`src/rtl/jedro_1_defines.sv`:
```
// Shared definitions for the jedro_1 RV32I core: opcodes, ALU operations,
// opcode classes and the funct3-to-ALU mapping used by the decoder.
package jedro_1_defines;

  localparam int DATA_WIDTH = 32;

  localparam logic [6:0] OPC_OP    = 7'b0110011;
  localparam logic [6:0] OPC_OPIMM = 7'b0010011;
  localparam logic [6:0] OPC_LUI   = 7'b0110111;
  localparam logic [6:0] OPC_AUIPC = 7'b0010111;
  localparam logic [6:0] OPC_FENCE = 7'b0001111;

  typedef enum logic [3:0] {
    ALU_ADD, ALU_SUB, ALU_SLL, ALU_SLT, ALU_SLTU,
    ALU_XOR, ALU_SRL, ALU_SRA, ALU_OR, ALU_AND
  } alu_op_e;

  typedef enum logic [2:0] {
    CLS_OP, CLS_OPIMM, CLS_LUI, CLS_AUIPC, CLS_FENCE
  } opc_class_e;

  // alt selects SUB/SRA over ADD/SRL; it is ignored for every other funct3.
  function automatic alu_op_e f3_to_alu(input logic [2:0] funct3, input logic alt);
    alu_op_e op;
    case (funct3)
      3'b000:  op = alt ? ALU_SUB : ALU_ADD;
      3'b001:  op = ALU_SLL;
      3'b010:  op = ALU_SLT;
      3'b011:  op = ALU_SLTU;
      3'b100:  op = ALU_XOR;
      3'b101:  op = alt ? ALU_SRA : ALU_SRL;
      3'b110:  op = ALU_OR;
      3'b111:  op = ALU_AND;
      default: op = ALU_ADD;
    endcase
    return op;
  endfunction

endpackage

```
`src/rtl/ram_read_io.sv`:
```
// Read-only synchronous memory port: address out, data back one cycle later.
interface ram_read_io #(
  parameter int ADDR_WIDTH = 32,
  parameter int DATA_WIDTH = 32
);
  logic [ADDR_WIDTH-1:0] addr;
  logic [DATA_WIDTH-1:0] data;

  modport MASTER (output addr, input data);
  modport SLAVE  (input addr, output data);
endinterface

```
`src/rtl/ram_rw_io.sv`:
```
// Single-port read/write memory port with enable and write-enable.
interface ram_rw_io #(
  parameter int ADDR_WIDTH = 32,
  parameter int DATA_WIDTH = 32
);
  logic [ADDR_WIDTH-1:0] addr;
  logic [DATA_WIDTH-1:0] wdata;
  logic [DATA_WIDTH-1:0] rdata;
  logic                  we;
  logic                  en;

  modport MASTER (output addr, output wdata, output we, output en, input rdata);
  modport SLAVE  (input addr, input wdata, input we, input en, output rdata);
endinterface

```
`src/rtl/jedro_1_alu.sv`:
```
// Combinational integer ALU; shift amounts come from the low five bits of op2.
module jedro_1_alu
  import jedro_1_defines::*;
(
  input  alu_op_e               op,
  input  logic [DATA_WIDTH-1:0] op1,
  input  logic [DATA_WIDTH-1:0] op2,
  output logic [DATA_WIDTH-1:0] res
);

  logic [4:0] shamt_s;
  assign shamt_s = op2[4:0];

  // Result select; SLT/SLTU produce 0/1 in the low bit.
  always_comb begin
    res = '0;
    case (op)
      ALU_ADD:  res = op1 + op2;
      ALU_SUB:  res = op1 - op2;
      ALU_SLL:  res = op1 << shamt_s;
      ALU_SLT:  res = {{(DATA_WIDTH-1){1'b0}}, ($signed(op1) < $signed(op2))};
      ALU_SLTU: res = {{(DATA_WIDTH-1){1'b0}}, (op1 < op2)};
      ALU_XOR:  res = op1 ^ op2;
      ALU_SRL:  res = op1 >> shamt_s;
      ALU_SRA:  res = $unsigned($signed(op1) >>> shamt_s);
      ALU_OR:   res = op1 | op2;
      ALU_AND:  res = op1 & op2;
      default:  res = '0;
    endcase
  end

endmodule

```
`src/rtl/jedro_1_decoder.sv`:
```
// Decode stage: checks legality of the fetched word and registers its fields.
// An illegal word raises a sticky flag that squashes everything decoded after it.
module jedro_1_decoder
  import jedro_1_defines::*;
#(
  parameter int ADDR_WIDTH = 32
) (
  input  logic                  clk_i,
  input  logic                  rstn_i,
  input  logic [31:0]           instr,
  input  logic                  instr_valid,
  input  logic [ADDR_WIDTH-1:0] instr_pc,
  output logic                  valid_r,
  output opc_class_e            cls_r,
  output alu_op_e               alu_op_r,
  output logic [4:0]            rd_r,
  output logic [4:0]            rs1_r,
  output logic [4:0]            rs2_r,
  output logic [DATA_WIDTH-1:0] imm_r,
  output logic [ADDR_WIDTH-1:0] pc_r,
  output logic                  illegal_instr_ro
);

  logic [6:0] opcode_s;
  logic [2:0] f3_s;
  logic [6:0] f7_s;
  logic       legal_s;
  opc_class_e cls_s;
  alu_op_e    alu_s;
  logic [DATA_WIDTH-1:0] imm_s;

  assign opcode_s = instr[6:0];
  assign f3_s     = instr[14:12];
  assign f7_s     = instr[31:25];

  // Legality and class; funct7 is only free for immediate forms other than shifts.
  always_comb begin
    legal_s = 1'b0;
    cls_s   = CLS_FENCE;
    alu_s   = ALU_ADD;
    imm_s   = {{20{instr[31]}}, instr[31:20]};
    case (opcode_s)
      OPC_OP: begin
        cls_s = CLS_OP;
        alu_s = f3_to_alu(f3_s, f7_s[5]);
        if (f7_s == 7'b0000000) legal_s = 1'b1;
        else if ((f7_s == 7'b0100000) && ((f3_s == 3'b000) || (f3_s == 3'b101))) legal_s = 1'b1;
        else legal_s = 1'b0;
      end
      OPC_OPIMM: begin
        cls_s = CLS_OPIMM;
        alu_s = f3_to_alu(f3_s, (f3_s == 3'b101) && f7_s[5]);
        if (f3_s == 3'b001) legal_s = (f7_s == 7'b0000000);
        else if (f3_s == 3'b101) legal_s = (f7_s == 7'b0000000) || (f7_s == 7'b0100000);
        else legal_s = 1'b1;
      end
      OPC_LUI: begin
        cls_s   = CLS_LUI;
        imm_s   = {instr[31:12], 12'b0};
        legal_s = 1'b1;
      end
      OPC_AUIPC: begin
        cls_s   = CLS_AUIPC;
        imm_s   = {instr[31:12], 12'b0};
        legal_s = 1'b1;
      end
      OPC_FENCE: begin
        cls_s   = CLS_FENCE;
        legal_s = 1'b1;
      end
      default: legal_s = 1'b0;
    endcase
  end

  // Decode register; the halt flag only ever sets until reset.
  always_ff @(posedge clk_i or negedge rstn_i) begin
    if (!rstn_i) begin
      valid_r          <= 1'b0;
      cls_r            <= CLS_FENCE;
      alu_op_r         <= ALU_ADD;
      rd_r             <= 5'd0;
      rs1_r            <= 5'd0;
      rs2_r            <= 5'd0;
      imm_r            <= '0;
      pc_r             <= '0;
      illegal_instr_ro <= 1'b0;
    end else begin
      valid_r  <= instr_valid && legal_s && !illegal_instr_ro;
      cls_r    <= cls_s;
      alu_op_r <= alu_s;
      rd_r     <= instr[11:7];
      rs1_r    <= instr[19:15];
      rs2_r    <= instr[24:20];
      imm_r    <= imm_s;
      pc_r     <= instr_pc;
      if (instr_valid && !legal_s) illegal_instr_ro <= 1'b1;
    end
  end

endmodule

```
`src/rtl/jedro_1_regfile.sv`:
```
// 32-entry integer register file: two asynchronous read ports, one write port, x0 hardwired to zero.
module jedro_1_regfile
  import jedro_1_defines::*;
(
  input  logic                  clk_i,
  input  logic                  rstn_i,
  input  logic [4:0]            rs1_addr,
  input  logic [4:0]            rs2_addr,
  output logic [DATA_WIDTH-1:0] rs1_data,
  output logic [DATA_WIDTH-1:0] rs2_data,
  input  logic                  we,
  input  logic [4:0]            rd_addr,
  input  logic [DATA_WIDTH-1:0] rd_data
);

  logic [DATA_WIDTH-1:0] regfile [0:31];

  // Write port; index 0 is never written so it keeps its reset value.
  always_ff @(posedge clk_i or negedge rstn_i) begin
    if (!rstn_i) begin
      for (int i = 0; i < 32; i++) regfile[i] <= '0;
    end else if (we && (rd_addr != 5'd0)) begin
      regfile[rd_addr] <= rd_data;
    end
  end

  assign rs1_data = (rs1_addr == 5'd0) ? '0 : regfile[rs1_addr];
  assign rs2_data = (rs2_addr == 5'd0) ? '0 : regfile[rs2_addr];

endmodule

```
`src/rtl/jedro_1_top.sv`:
```
// jedro_1 RV32I integer core: fetch, decode, execute/writeback in three stages.
// The data memory port is present but held idle.
module jedro_1_top #(
  parameter int          DATA_WIDTH = 32,
  parameter int          ADDR_WIDTH = 32,
  parameter logic [31:0] BOOT_ADDR  = 32'h0000_0000
) (
  input  logic       clk_i,
  input  logic       rstn_i,
  ram_read_io.MASTER instr_mem_if,
  ram_rw_io.MASTER   data_mem_if
);
  import jedro_1_defines::*;

  logic [ADDR_WIDTH-1:0] pc_r;
  logic [ADDR_WIDTH-1:0] fetch_pc_r;
  logic                  fetch_valid_r;

  logic                  dec_valid_s;
  opc_class_e            dec_cls_s;
  alu_op_e               dec_alu_op_s;
  logic [4:0]            dec_rd_s;
  logic [4:0]            dec_rs1_s;
  logic [4:0]            dec_rs2_s;
  logic [DATA_WIDTH-1:0] dec_imm_s;
  logic [ADDR_WIDTH-1:0] dec_pc_s;
  logic                  illegal_s;

  logic [DATA_WIDTH-1:0] rs1_data_s;
  logic [DATA_WIDTH-1:0] rs2_data_s;
  logic [DATA_WIDTH-1:0] op1_s;
  logic [DATA_WIDTH-1:0] op2_s;
  logic [DATA_WIDTH-1:0] alu_res_s;
  logic                  wb_en_s;
  logic                  unused_rdata_s;

  // Fetch: the ROM answers one cycle after the address, so the word's PC travels alongside.
  always_ff @(posedge clk_i or negedge rstn_i) begin
    if (!rstn_i) begin
      pc_r          <= ADDR_WIDTH'(BOOT_ADDR);
      fetch_pc_r    <= ADDR_WIDTH'(BOOT_ADDR);
      fetch_valid_r <= 1'b0;
    end else if (!illegal_s) begin
      pc_r          <= pc_r + ADDR_WIDTH'(32'd4);
      fetch_pc_r    <= pc_r;
      fetch_valid_r <= 1'b1;
    end else begin
      fetch_valid_r <= 1'b0;
    end
  end

  assign instr_mem_if.addr = pc_r;

  jedro_1_decoder #(.ADDR_WIDTH(ADDR_WIDTH)) decoder_inst (
    .clk_i            (clk_i),
    .rstn_i           (rstn_i),
    .instr            (instr_mem_if.data),
    .instr_valid      (fetch_valid_r),
    .instr_pc         (fetch_pc_r),
    .valid_r          (dec_valid_s),
    .cls_r            (dec_cls_s),
    .alu_op_r         (dec_alu_op_s),
    .rd_r             (dec_rd_s),
    .rs1_r            (dec_rs1_s),
    .rs2_r            (dec_rs2_s),
    .imm_r            (dec_imm_s),
    .pc_r             (dec_pc_s),
    .illegal_instr_ro (illegal_s)
  );

  jedro_1_regfile regfile_inst (
    .clk_i    (clk_i),
    .rstn_i   (rstn_i),
    .rs1_addr (dec_rs1_s),
    .rs2_addr (dec_rs2_s),
    .rs1_data (rs1_data_s),
    .rs2_data (rs2_data_s),
    .we       (wb_en_s),
    .rd_addr  (dec_rd_s),
    .rd_data  (alu_res_s)
  );

  // Operand select: LUI adds its immediate to zero, AUIPC to the instruction's PC.
  always_comb begin
    op1_s = '0;
    op2_s = '0;
    case (dec_cls_s)
      CLS_OP:    begin op1_s = rs1_data_s;             op2_s = rs2_data_s; end
      CLS_OPIMM: begin op1_s = rs1_data_s;             op2_s = dec_imm_s;  end
      CLS_LUI:   begin op1_s = '0;                     op2_s = dec_imm_s;  end
      CLS_AUIPC: begin op1_s = DATA_WIDTH'(dec_pc_s);  op2_s = dec_imm_s;  end
      default:   begin op1_s = '0;                     op2_s = '0;         end
    endcase
  end

  jedro_1_alu alu_inst (
    .op  (dec_alu_op_s),
    .op1 (op1_s),
    .op2 (op2_s),
    .res (alu_res_s)
  );

  assign wb_en_s = dec_valid_s && (dec_cls_s != CLS_FENCE);

  assign data_mem_if.addr  = '0;
  assign data_mem_if.wdata = '0;
  assign data_mem_if.we    = 1'b0;
  assign data_mem_if.en    = 1'b0;
  assign unused_rdata_s    = ^data_mem_if.rdata;

endmodule

```
`src/flat_wrapper.sv`:
```
// flat-port wrapper written by rule: the top's interface ports become plain ports
module jedro_1_top_flat import jedro_1_defines::*;
#(
  parameter int          DATA_WIDTH = 32,
  parameter int          ADDR_WIDTH = 32,
  parameter logic [31:0] BOOT_ADDR  = 32'h0000_0000
)
  (clk_i, rstn_i, instr_mem_if_addr, instr_mem_if_data, data_mem_if_addr, data_mem_if_wdata, data_mem_if_we, data_mem_if_en, data_mem_if_rdata);
  ram_read_io #(.ADDR_WIDTH(ADDR_WIDTH), .DATA_WIDTH(DATA_WIDTH)) instr_mem_if_i ();
  ram_rw_io #(.ADDR_WIDTH(ADDR_WIDTH), .DATA_WIDTH(DATA_WIDTH)) data_mem_if_i ();
  input  logic clk_i;
  input  logic rstn_i;
  output wire logic [$bits(instr_mem_if_i.addr)-1:0] instr_mem_if_addr;
  input wire logic [$bits(instr_mem_if_i.data)-1:0] instr_mem_if_data;
  output wire logic [$bits(data_mem_if_i.addr)-1:0] data_mem_if_addr;
  output wire logic [$bits(data_mem_if_i.wdata)-1:0] data_mem_if_wdata;
  output wire logic [$bits(data_mem_if_i.we)-1:0] data_mem_if_we;
  output wire logic [$bits(data_mem_if_i.en)-1:0] data_mem_if_en;
  input wire logic [$bits(data_mem_if_i.rdata)-1:0] data_mem_if_rdata;
  assign instr_mem_if_addr = instr_mem_if_i.addr;
  assign instr_mem_if_i.data = instr_mem_if_data;
  assign data_mem_if_addr = data_mem_if_i.addr;
  assign data_mem_if_wdata = data_mem_if_i.wdata;
  assign data_mem_if_we = data_mem_if_i.we;
  assign data_mem_if_en = data_mem_if_i.en;
  assign data_mem_if_i.rdata = data_mem_if_rdata;
  jedro_1_top #(.DATA_WIDTH(DATA_WIDTH), .ADDR_WIDTH(ADDR_WIDTH), .BOOT_ADDR(BOOT_ADDR)) u_core (.clk_i(clk_i), .rstn_i(rstn_i), .instr_mem_if(instr_mem_if_i), .data_mem_if(data_mem_if_i));
endmodule
```
`config.mk`:
```
export PLATFORM = sky130hd
export DESIGN_NAME = jedro_1_top_flat
export DESIGN_NICKNAME = d
export VERILOG_FILES = /design/src/rtl/jedro_1_defines.sv /design/src/rtl/ram_read_io.sv /design/src/rtl/ram_rw_io.sv /design/src/rtl/jedro_1_alu.sv /design/src/rtl/jedro_1_decoder.sv /design/src/rtl/jedro_1_regfile.sv /design/src/rtl/jedro_1_top.sv /design/src/flat_wrapper.sv
export SDC_FILE = /design/constraint.sdc
export NUM_CORES = 1
export LEC_CHECK = 0
export CORE_ASPECT_RATIO = 1.2
export CORE_MARGIN = 4
export CORE_UTILIZATION = 57
export CTS_CLUSTER_DIAMETER = 150
export DETAILED_ROUTE_END_ITERATION = 10
export DONT_BUFFER_PORTS = 1
export PLACE_DENSITY = 0.85
export REMOVE_ABC_BUFFERS = 1
export SETUP_SLACK_MARGIN = 0.5
export SLEW_MARGIN = 20
export SYNTH_ARGS = -nofsm -noshare
export SYNTH_HDL_FRONTEND = slang
export SYNTH_SLANG_ARGS = --single-unit
```
`constraint.sdc`:
```
create_clock -name clk_i -period 1.8 [get_ports clk_i]
set_input_delay 0.18 -clock clk_i [delete_from_list [all_inputs] [get_ports clk_i]]
set_output_delay 0.18 -clock clk_i [all_outputs]
set_load 0.05 [all_outputs]
```
==> Word level (Yosys, flattened, before mapping) <==
Cells that the tools add are included.
W data, S select, Z words.
{ "classes": {"addsub": 1, "eq_ne": 8, "mux": 6, "n_reduce_logical": 8} }
{ "op_table": {"columns": ["operator", "count"], "rows": [
  ["$add A32 B3 Y32 const B", 1],
  ["$eq A7 B6 Y1 const B", 3],
  ["$eq A7 B5 Y1 const B", 2],
  ["$eq A7 B4 Y1 const B", 1],
  ["$logic_not A7 Y1", 1],
  ["$mux W1", 5],
  ["$eq A3 B1 Y1 const B", 1],
  ["$eq A3 B3 Y1 const B", 1],
  ["$logic_not A3 Y1", 1],
  ["$pmux W1 S3", 1],
  ["$reduce_or A3 Y1", 1],
  ["$logic_and A1 B1 Y1", 2],
  ["$logic_or A1 B1 Y1", 2],
  ["$logic_not A1 Y1", 1]
]} }
{ "word_totals": {"register_bits": 34, "output_inout_bits": 98, "elab_cells": 26} }

==> Depth between registers and ports, before layout <==
Gate-level depths: netlist (run 1).
{ "depth": {"word_depth": 8, "depth_mapped": 5, "ltp_nobuf": 5} }

==> By module <==
From an unflattened synthesis (run 1), not the netlist that was laid out.
{ "unflattened": {"hier_cells": 423, "hier_area_um2": 5778.0} }
{ "modules_own_cells": {"columns": ["mod", "instances", "cells_per_inst", "area_each_um2", "seq_area_each_um2"], "rows": [
  ["jedro_1_top", 1, 259, 3060.4, 1526.5],
  ["jedro_1_decoder", 1, 164, 2717.6, 2203.4]
]} }

==> Worst setup path before layout (run 1) <==
Ideal clock, no wire load.
{ "synth_timing": {"path_kind": "reg-to-reg", "start": "reg u_core.pc_r[2] (netlist: u_core.instr_mem_if.addr[2])", "end": "reg u_core.pc_r[26] (netlist: u_core.instr_mem_if.addr[26])", "arrival_ps": 2035, "required_ps": 1718, "setup_slack_ps": -317, "path_stages_with_launch": 6, "path_buffers": 0, "period_less_slack_ps": 2117, "cell_sequence": "dfrtp_1 ha_1 nand3b_1 nor4_2 nor3b_2 xor2_1"} }
{ "synth_via": {"elab_chain_len": 1} }
{ "synth_lines": {"columns": ["item", "line", "text"], "rows": [
  ["from (decl)", "jedro_1_top.sv:15", "logic [ADDR_WIDTH-1:0] pc_r;"],
  ["from (signal assigned)", "jedro_1_top.sv:40", "pc_r <= ADDR_WIDTH'(BOOT_ADDR);"],
  ["from (signal assigned)", "jedro_1_top.sv:44", "pc_r <= pc_r + ADDR_WIDTH'(32'd4);"],
  ["$add A32 B3 Y32", "jedro_1_top.sv:44", null]
]} }
Every way passes these cells.
A chain may end at the register's enable or synchronous reset.

==> Worst setup path in the final report (run 1) <==
{ "layout_timing": {"start": "reg u_core.pc_r[3] (netlist: u_core.instr_mem_if.addr[3])", "end": "reg u_core.pc_r[19] (netlist: u_core.instr_mem_if.addr[19])"} }
The elaborated chain is that of the path after synthesis.

==> impl_metrics.env, run 1 <==
export IMPL_post_route_core_utilization_pct=71.3
export IMPL_maximum_buffer_depth_of_the_clock_tree=2
export IMPL_detail_route_vias_per_cell=4.67
export IMPL_num_vias=1339
export IMPL_die_area_sq_um=4610
export IMPL_internal_power_mw=1.05
export IMPL_synthCells=198
export IMPL_cp_end_kind="register"
export IMPL_drc=0
export IMPL_cts_sinks=32
export IMPL_synth_edf_count=0
export IMPL_wire_length_of_the_first_global_routing_pass_microns=5860
export IMPL_reg2reg_depth=6
export IMPL_port_buffers=0
export IMPL_net_total_in_the_final_layout=316
export IMPL_detailed_place_area_sq_um=2080
export IMPL_drt_wirelength_per_cell_microns=14.1
export IMPL_cts_htree_levels=2
export IMPL_top_level_port_count=164
export IMPL_synthArstFlopShare_pct=100
export IMPL_synth_main_ff_cell="dfrtp_1"
export IMPL_power_combinational_fraction_pct=21.7
export IMPL_worstSkewPairLatency_ps=280
export IMPL_layout_min_cycle_time_ps=1680
export IMPL_total_of_flip_flops_plus_latches_after_synthesis=32
export IMPL_postSynthAreaPerCell_sq_um=10.3
export IMPL_vdd_drop_max_mv=0.423
export IMPL_path_clk_slew_ps=70
export IMPL_path_max_fanout=5
export IMPL_post_synth_main_area_contributors="dfrtp_1 (39%), buf_4 (25%), xnor2_1 (9.9%)"
export IMPL_finalHoldViolCount=0
export IMPL_netSwitchingPower_mw=0.603
export IMPL_status="finished, final reports clean"
export IMPL_whs_path_depth=2
export IMPL_most_frequent_cells_after_synthesis="buf_4 (68), dfrtp_1 (32), xnor2_1 (23), nand3_1 (10), nand4_1 (8)"
export IMPL_final_antenna_net_count=0
export IMPL_power_density_nw_per_um2=681
export IMPL_firstDrtPassIters=4
export IMPL_critical_path_class="register to register"
export IMPL_rsz0062_at_grt="true"
export IMPL_yosys_cell_types_count=35
export IMPL_maximum_clock_skew_at_final_layout_ps=4.18
export IMPL_finalSetupViolations=0
export IMPL_yosys_warnings=0
export IMPL_clock_tree_root_cell="clkbuf_8"
export IMPL_swShare_pct=36.6
export IMPL_insertedDiodeCount=0
export IMPL_min_period_over_period_pct=93.4
export IMPL_routed_wl_microns=4050
export IMPL_placement_rows=23
export IMPL_area_delta_synth_final_pct=18.4
export IMPL_first_global_vias=1312
export IMPL_place_congestion=0.780
export IMPL_grt_start_max_net_pins=33
export IMPL_cts_tree="built"
export IMPL_finalInstanceArea_sq_um=2420
export IMPL_worst_ep_required_time_ps=2010
export IMPL_synth_largest_area_cell="dfrtp_1"
export IMPL_antenna_found_initial=0
export IMPL_hpwlAfterDp_microns=2960
export IMPL_hp_class="primary input to register"
export IMPL_maxClockFrequency_ghz=0.595
export IMPL_critPathLaunchType="register"
export IMPL_timing_critical_path_arrival_ps=1890
export IMPL_grt_usage_pct=16.7
export IMPL_seq_power_share_pct=43.9
export IMPL_final_max_slew_violation_count=0
export IMPL_synth_most_common_cell="buf_4"
export IMPL_drt_initial_drc_count=51
export IMPL_synthDominantCellAreaShare_pct=39.2
export IMPL_initial_core_util_pct=60.2
export IMPL_design_core_area_sq_um=3400
export IMPL_number_of_buffers_created_by_cts=5
export IMPL_mappedNetlistArea_sq_um=2040
export IMPL_power_share_clock_pct=34.4
export IMPL_drv_cap=0
export IMPL_yosysSeqAreaShare_pct=39.2
export IMPL_die_height_microns=73.6
export IMPL_chipWidth_microns=62.7
export IMPL_post_route_cells_drive_above_1_share_pct=31.6
export IMPL_global_route_overflow_total=0
export IMPL_p_leak_nw=1.25
==> state kept, by name (all words and copies together) (netlist names) <==
name                                  count
u_core.fetch_valid_r                      1
u_core.instr_mem_if.addr                 30
u_core.decoder_inst.illegal_instr_ro      1
==> through the flow <==
stage / hold slack [ps] / setup slack [ps] / power, mW / setup TNS [ps] / instances
after floorplan: -116 / -317 / 1.06 / -3260 / 196
after global placement: -115 / 123 / 1.06 / 0 / 267
after detailed placement: -115 / 65.6 / 1.06 / 0 / 267
after CTS: 82.2 / 165 / 1.66 / 0 / 281
after global routing: 76.3 / -8.10 / 1.72 / -8.10 / 287
final: 83.1 / 119 / 1.65 / 0 / 287
==> layer usage <==
layer  track usage [%]  vias up  wire length, microns
met5                 0        -                     0
met4              7.60        0                    61
met3              7.80        7                   403
met2              28.9       64                  2250
met1              17.4      640                  1330
li1                  -      628                     -
==> cell type report <==
| type | instances | area, sq um |
|---|---|---|
| Tap cell | 37 | 46.3 |
| Inverter | 4 | 17.5 |
| Sequential cell | 32 | 802 |
| Timing Repair Buffer | 46 | 388 |
| Fill cell | 249 | 976 |
| Clock inverter | 2 | 10.0 |
| Multi-Input combinational cell | 160 | 1070 |
| Clock buffer | 6 | 82.6 |
==> timing repair <==
action	4_1_cts	5_1_grt
resized for setup	7	25
endpoints found under the hold margin	32	0
setup buffers	4	6
pin swaps	9	7
hold buffers	2	0
endpoints found under the setup margin	20	25
==> cells by family after synthesis <==
logic type      count (synthesis)  share of synthesized area, %
buf+inv                        73                          26.0
simple gates                   55                          19.0
flops                          32                          39.2
xor+xnor                       29                          12.4
compound gates                  6                          2.08
fa+ha+maj                       1                         0.612
other cells                     1                         0.184
mux                             1                         0.551
==> cells in the final DEF (no fill, tap or decap), types with 2 or more instances in the layout <==
| cell | netlist | final |
|---|---|---|
| nor3_1 | 2 | 2 |
| buf_12 | 0 | 2 |
| conb_1 | 1 | 68 |
| and4_1 | 5 | 4 |
| clkinv_2 | 0 | 2 |
| nor4_2 | 1 | 2 |
| xnor2_2 | 0 | 2 |
| nor2_4 | 0 | 2 |
| inv_1 | 4 | 3 |
| nor2_1 | 5 | 3 |
| buf_4 | 68 | 39 |
| nor4_4 | 1 | 2 |
| xor2_1 | 6 | 6 |
| nand2_2 | 0 | 3 |
| nand2_1 | 6 | 3 |
| nor2b_1 | 4 | 4 |
| nand3_1 | 10 | 6 |
| clkbuf_8 | 0 | 6 |
| xnor2_1 | 23 | 21 |
| dfrtp_1 | 32 | 31 |
| nand4_1 | 8 | 8 |
| buf_6 | 0 | 4 |
| nand3_2 | 0 | 4 |
==> power by group through the flow <==
stage | clock network (mW) | logic [mW] | registers [mW]
floorplan | 0 | 0.318 | 0.742
global placement | 0 | 0.328 | 0.736
detailed placement | 0 | 0.328 | 0.736
CTS | 0.586 | 0.352 | 0.722
global route | 0.621 | 0.372 | 0.723
finish | 0.567 | 0.358 | 0.723
==> worst max-delay path, stage by stage (launching register included) <==
cell and delay (ps):
dfrtp_1 410, buf_6 130, nand4b_4 100, or4_4 600, buf_6 150, nor2_4 80, xnor2_1 120
==> final timing paths <==
kind | start | to | slack, ps
hold / removal | instr_mem_if_data[30] | u_core.decoder_inst.illegal_instr_ro | 80
hold reg to reg | u_core.instr_mem_if.addr[24] | u_core.instr_mem_if.addr[24] | 520
setup reg to reg | u_core.instr_mem_if.addr[3] | u_core.instr_mem_if.addr[19] | 120
max in group asynchronous | rstn_i | u_core.instr_mem_if.addr[2] | 1270
setup / recovery | u_core.instr_mem_if.addr[3] | u_core.instr_mem_if.addr[19] | 120
min in group asynchronous | rstn_i | u_core.instr_mem_if.addr[25] | 350
(Power assumes the default switching activity.)
==> inputs of run 2 (changes only) <==
--- a/config.mk
+++ b/config.mk
@@ -5,6 +5,7 @@
 export SDC_FILE = /design/constraint.sdc
 export NUM_CORES = 1
 export LEC_CHECK = 0
+export ABC_AREA = 1
 export CORE_ASPECT_RATIO = 1.2
 export CORE_MARGIN = 4
 export CORE_UTILIZATION = 57
==> impl_metrics.env, run 2 <==
export IMPL_design_core_area_sq_um=3940
export IMPL_total_of_flip_flops_plus_latches_after_synthesis=32
export IMPL_finalHoldViolCount=0
export IMPL_global_route_overflow_total=0
export IMPL_path_max_fanout=4
export IMPL_top_level_port_count=164
export IMPL_rsz0062_at_grt="true"
export IMPL_routed_wl_microns=5460
export IMPL_firstDrtPassIters=4
export IMPL_drv_cap=0
export IMPL_power_density_nw_per_um2=574
export IMPL_placement_rows=25
export IMPL_synth_edf_count=0
export IMPL_mappedNetlistArea_sq_um=2340
export IMPL_number_of_buffers_created_by_cts=5
export IMPL_drt_initial_drc_count=90
export IMPL_critical_path_s_top_delay_family="simple AND/OR/NAND/NOR gates"
export IMPL_yosys_warnings=0
export IMPL_status="finished, final reports clean"
export IMPL_grt_start_max_net_pins=33
export IMPL_critical_path_reg2reg_startpoint="u_core.instr_mem_if.addr[2]"
export IMPL_multiInputGateArea_sq_um=1290
export IMPL_postSynthAreaPerCell_sq_um=7.56
export IMPL_maximum_clock_skew_at_final_layout_ps=8.72
export IMPL_cts_sinks=32
export IMPL_synth_largest_area_cell="dfrtp_1"
export IMPL_cts_tree="built"
export IMPL_post_synth_main_area_contributors="dfrtp_1 (34%), buf_4 (22%), nand2_1 (13%)"
export IMPL_die_area_sq_um=5190
export IMPL_finalSetupViolations=0
export IMPL_critical_path_class="register to register"
export IMPL_critical_path_n_buffers_inverters=2
export IMPL_synthCells=309
export IMPL_cp_slowest_cell="dfrtp_1"
export IMPL_cp_common_cell="nor2_4"
export IMPL_worstSkewPairLatency_ps=300
export IMPL_antenna_found_initial=0
export IMPL_worst_r2r_endpoint="u_core.instr_mem_if.addr[16]"
export IMPL_place_congestion=0.793
export IMPL_timing_critical_path_arrival_ps=1680
export IMPL_cts_htree_levels=2
export IMPL_layout_min_cycle_time_ps=1490
export IMPL_initial_core_util_pct=59.3
export IMPL_most_common_layout_cells="nand2_1 (76), conb_1 (68), buf_4 (54)"
export IMPL_clock_tree_root_cell="clkbuf_8"
export IMPL_insertedDiodeCount=0
export IMPL_drt_wirelength_per_cell_microns=12.7
export IMPL_layout_cells_most_common="nand2_1"
export IMPL_largest_reg_flops=30
export IMPL_whs_path_depth=4
export IMPL_maxClockFrequency_ghz=0.670
export IMPL_num_vias=2003
export IMPL_regArea_sq_um=806
export IMPL_timing_critical_path_slowest_cell_delay_ps=370
export IMPL_synthDominantCellAreaShare_pct=34.3
export IMPL_port_buffers=0
export IMPL_hpwlAfterDp_microns=3590
export IMPL_timing_reg2reg_setup_slack_ps=310
export IMPL_final_antenna_net_count=0
export IMPL_min_period_over_period_pct=82.9
export IMPL_cp_end_kind="register"
export IMPL_critPathLaunchType="register"
export IMPL_grt_usage_pct=20.1
export IMPL_drc=0
export IMPL_yosys_cell_types_count=22
export IMPL_maximum_buffer_depth_of_the_clock_tree=2
export IMPL_vdd_drop_max_mv=0.473
export IMPL_reg2reg_depth=8
export IMPL_max_slew_worst_pin_slew_ps=506
export IMPL_fillerInstances=276
export IMPL_post_route_core_utilization_pct=73.0
export IMPL_detail_route_vias_per_cell=4.66
export IMPL_worst_ep_required_time_ps=1990
export IMPL_p_leak_nw=1.56
export IMPL_most_frequent_cells_after_synthesis="nand2_1 (79), buf_4 (69), dfrtp_1 (32), inv_1 (32), nor2_1 (31)"
export IMPL_post_layout_power_mw=1.65
export IMPL_wire_length_of_the_first_global_routing_pass_microns=8100
export IMPL_synthArstFlopShare_pct=100
export IMPL_die_height_microns=78.1
export IMPL_synth_most_common_cell="nand2_1"
export IMPL_slew_headroom_pct=66.3
export IMPL_synth_main_ff_cell="dfrtp_1"
export IMPL_yosysSeqAreaShare_pct=34.3
export IMPL_min_delay_worst_endpoint="u_core.decoder_inst.illegal_instr_ro"
export IMPL_hp_class="primary input to register"
export IMPL_final_max_slew_violation_count=0
export IMPL_timing_critical_path_cells="ha_2 -> inv_2 -> nor2_4 -> nand3_4 -> nor2_4 -> nand2_1 -> xor2_1 -> inv_1"
export IMPL_path_clk_slew_ps=70
export IMPL_net_total_in_the_final_layout=442
export IMPL_timing_hold_worst_start="instr_mem_if_data[3]"
export IMPL_chipWidth_microns=66.5
export IMPL_first_global_vias=1927
export IMPL_area_delta_synth_final_pct=23.1
export IMPL_post_route_cells_drive_above_1_share_pct=29.5
export IMPL_setup_total_negative_slack_ps=0
-- run 2: cell count changes after synthesis, moves of 2 or more --
cell / delta
or4_1: -2
nand3b_1: +3
nor2_4: +4
nor2_2: +7
nand4_1: +3
xnor2_1: -16
nand2_1: +73
xor2_1: +6
nor2_1: +26
inv_1: +28
and4_1: -5
nor2b_1: -4
-- run 2: power breakdown --
| part | switching (mW) | total (mW) | internal [mW] |
|---|---|---|---|
| combinational | 0.335 | 0.347 | 0.0127 |
| clock | 0.279 | 0.583 | 0.305 |
| sequential | 0 | 0.719 | 0.719 |
-- run 2: worst max-delay path by stage --
stage / start / endpoint / slack [ps] / cells after the start
after floorplan: u_core.instr_mem_if.addr[3] / u_core.instr_mem_if.addr[22] / 40 / 8
after global placement: u_core.instr_mem_if.addr[2] / u_core.instr_mem_if.addr[22] / 290 / 8
after detailed placement: u_core.instr_mem_if.addr[2] / u_core.instr_mem_if.addr[22] / 270 / 8
after CTS: u_core.instr_mem_if.addr[2] / u_core.instr_mem_if.addr[21] / 410 / 8
after global routing: u_core.instr_mem_if.addr[2] / u_core.instr_mem_if.addr[16] / 220 / 8
final: u_core.instr_mem_if.addr[2] / u_core.instr_mem_if.addr[16] / 310 / 8
-- run 2: kinds of logic after synthesis --
family | after synthesis | share of synthesized area [%]
and+or+nand+nor | 152 | 29.8
buffers and inverters | 101 | 27.3
DFF | 32 | 34.3
xor gates and xnor gates | 19 | 7.12
AOI/OAI and AO/OA | 3 | 0.803
adders and majority gates | 1 | 0.535
other | 1 | 0.160
-- run 2: per-stage QoR --
step	instance area (sq um)	hold slack, ps	instances	setup slack [ps]
6_report	2880	84.9	430	308
5_1_grt	2880	88.2	430	223
4_1_cts	2670	91.4	418	410
3_5_place_dp	2370	-115	392	267
3_3_place_gp	2370	-115	392	289
2_1_floorplan	2070	-116	307	43.2
-- run 2: worst reg2reg max path, stage by stage (launching register included) --
cell	delay, ps
dfrtp_1	370
ha_2	220
inv_2	50
nor2_4	190
nand3_4	110
nor2_4	150
nand2_1	80
xor2_1	150
inv_1	70
-- run 2: area by class of cell --
cell class | count | share of cell area, %
clock buffers | 6 | 2.87
well taps | 54 | 2.35
repair buffers | 61 | 17.1
multi-input cells | 243 | 45.0
clock inverters | 2 | 0.348
flip-flops and latches | 32 | 28.0
inverters | 32 | 4.31
-- run 2: layer usage --
metal	track usage [%]	part of all wire [%]
met4	10.8	2.3
met1	21.7	36
met2	35.0	52
met5	0	0
met3	5.15	9.6
-- run 2: repair_timing --
item	4_1_cts	5_1_grt
pin swaps	11	26
hold endpoints to repair	32	0
setup endpoints to repair	21	24
resized for setup	16	28
setup buffers	16	12
hold buffers	2	0
gates cloned	0	0
==> inputs of run 3 (changes only) <==
--- a/config.mk
+++ b/config.mk
@@ -8,11 +8,11 @@
 export ABC_AREA = 1
 export CORE_ASPECT_RATIO = 1.2
 export CORE_MARGIN = 4
-export CORE_UTILIZATION = 57
+export CORE_UTILIZATION = 58
 export CTS_CLUSTER_DIAMETER = 150
 export DETAILED_ROUTE_END_ITERATION = 10
 export DONT_BUFFER_PORTS = 1
-export PLACE_DENSITY = 0.85
+export PLACE_DENSITY = 0.84
 export REMOVE_ABC_BUFFERS = 1
 export SETUP_SLACK_MARGIN = 0.5
 export SLEW_MARGIN = 20
==> constraint.sdc (replaced) <==
create_clock -name clk_i -period 1.4 [get_ports clk_i]
set_input_delay 0.14 -clock clk_i [delete_from_list [all_inputs] [get_ports clk_i]]
set_output_delay 0.14 -clock clk_i [all_outputs]
set_load 0.05 [all_outputs]
==> impl_metrics.env, run 3 (synthesized netlist as in run 2, its figures left out) <==
export IMPL_status="finished with violations"
export IMPL_failing_checks="negative hold slack, negative setup slack"
export IMPL_design_core_area_sq_um=3910
export IMPL_global_route_overflow_total=0
export IMPL_net_total_in_the_final_layout=473
export IMPL_critical_path_n_buffers_inverters=1
export IMPL_timing_critical_path_arrival_ps=1810
export IMPL_maximum_buffer_depth_of_the_clock_tree=2
export IMPL_cts_sinks=32
export IMPL_finalHoldViolCount=32
export IMPL_dp_worst_setup_slack_ps=-36.5
export IMPL_final_max_slew_violation_count=0
export IMPL_antenna_found_initial=0
export IMPL_area_delta_synth_final_pct=47.2
export IMPL_cp_slowest_cell="dfrtp_1"
export IMPL_worstSkewPairLatency_ps=300
export IMPL_chipWidth_microns=66.0
export IMPL_timing_critical_path_slowest_cell_delay_ps=430
export IMPL_drt_wirelength_per_cell_microns=19.0
export IMPL_layout_min_cycle_time_ps=1600
export IMPL_drv_cap=0
export IMPL_reg2reg_depth=6
export IMPL_fillerInstances=180
export IMPL_die_height_microns=77.5
export IMPL_worst_ep_required_time_ps=1610
export IMPL_grt_met3_usage_pct=6.37
export IMPL_die_area_sq_um=5110
export IMPL_post_route_core_utilization_pct=88.0
export IMPL_final_antenna_net_count=0
export IMPL_detail_route_vias_per_cell=5.27
export IMPL_firstDrtPassIters=5
export IMPL_layout_cells_most_common="conb_1"
export IMPL_rsz0062_at_grt="true"
export IMPL_port_buffers=0
export IMPL_hpwlAfterDp_microns=3720
export IMPL_detailed_place_area_sq_um=2480
export IMPL_min_period_over_period_pct=114
export IMPL_cts_tree="built"
export IMPL_clock_tree_root_cell="clkbuf_8"
export IMPL_grt_start_max_net_pins=33
export IMPL_post_route_cells_drive_above_1_share_pct=39.1
export IMPL_placedCellCount=406
export IMPL_worstSetupPathDepth=6
export IMPL_finalSetupViolations=22
export IMPL_place_congestion=0.850
export IMPL_cp_end_kind="register"
export IMPL_most_common_layout_cells="conb_1 (68), nand2_1 (63), buf_6 (47)"
export IMPL_critPathLaunchType="register"
export IMPL_p_leak_nw=1.79
export IMPL_cts_htree_levels=2
export IMPL_insertedDiodeCount=0
export IMPL_number_of_buffers_created_by_cts=5
export IMPL_wire_length_of_the_first_global_routing_pass_microns=10100
export IMPL_power_density_nw_per_um2=622
export IMPL_final_hold_worst_slack_ps=-482
export IMPL_critical_path_class="register to register"
export IMPL_drt_initial_drc_count=335
export IMPL_globalRouteMet2Util_pct=45.8
export IMPL_busiest_layer="met2"
export IMPL_placement_rows=25
export IMPL_post_route_worst_setup_slack_ps=-201
export IMPL_first_global_vias=2156
export IMPL_num_vias=2429
export IMPL_timing_critical_path_cells="nand2_1 -> nor2_4 -> nand4_1 -> nor2_2 -> buf_4 -> xor2_1"
export IMPL_maxClockFrequency_ghz=0.624
export IMPL_use_met1_pct=26.9
export IMPL_initial_core_util_pct=59.8
export IMPL_top_level_port_count=164
export IMPL_grt_usage_pct=25.6
export IMPL_path_max_fanout=4
export IMPL_setup_total_negative_slack_ps=-2530
export IMPL_path_clk_slew_ps=80
export IMPL_vdd_drop_max_mv=0.529
export IMPL_largest_reg_flops=30
export IMPL_critical_path_s_top_delay_family="simple AND/OR/NAND/NOR gates"
export IMPL_drc=0
export IMPL_final_instance_count_excl_fill=461
export IMPL_hp_class="primary input to async pin"
export IMPL_finalInstanceArea_sq_um=3440
export IMPL_maximum_clock_skew_at_final_layout_ps=17.9
export IMPL_routed_wl_microns=8780
==> run 3: changes by cell type in the layout (fill, tap and decap cells not counted), sizes merged <==
cell	previous run	this run
buf	60	92
clkbuf	6	8
clkinv	2	0
clkinvlp	1	0
dlygate4sd3	1	0
inv	31	32
==> run 3: final cells by class <==
type                    instances  area, sq um  area share [%]
multi-input cells             243         1340            39.0
repair buffers                 92         1010            29.3
flip-flops and latches         32          810            23.5
inverters                      32          125            3.64
clock buffers                   8         90.1            2.62
well taps                      54         67.6            1.96
==> run 3: final timing paths <==
kind	start	slack, ps	endpoint
max	u_core.instr_mem_if.addr[5]	-200	u_core.instr_mem_if.addr[19]
min	rstn_i	-480	u_core.instr_mem_if.addr[11]
max reg2reg	u_core.instr_mem_if.addr[5]	-200	u_core.instr_mem_if.addr[19]
min reg2reg	u_core.instr_mem_if.addr[19]	570	u_core.instr_mem_if.addr[19]
max in group asynchronous	rstn_i	1770	u_core.instr_mem_if.addr[26]
min in group clk_i	instr_mem_if_data[3]	60	u_core.decoder_inst.illegal_instr_ro
==> run 3: layer usage <==
metal  vias to the layer above  wire length [microns]
li1                       1006                      -
met3                        62                    884
met4                         0                    553
met5                         -                      0
met2                       232                   4350
met1                      1129                   2990
==> run 3: through the flow <==
| stage | hold WS, ps | power, mW |
|---|---|---|
| 6_report | -482 | 2.14 |
| 3_3_place_gp | -155 | 1.36 |
| 4_1_cts | -459 | 2.07 |
| 2_1_floorplan | -156 | 1.35 |
| 3_5_place_dp | -155 | 1.36 |
| 5_1_grt | -479 | 2.16 |
==> run 3: timing repair <==
| item | CTS | global route |
|---|---|---|
| setup endpoints to repair | 61 | 61 |
| resized for setup | 103 | 43 |
| pin swaps | 26 | 17 |
| endpoints found under the hold margin | 32 | 32 |
| setup buffers | 26 | 21 |
==> run 3: report_power, final <==
group | total [mW] | internal [mW] | switching [mW]
logic | 0.430 | 0.00866 | 0.421
registers | 0.924 | 0.924 | 0
clock network | 0.785 | 0.402 | 0.383
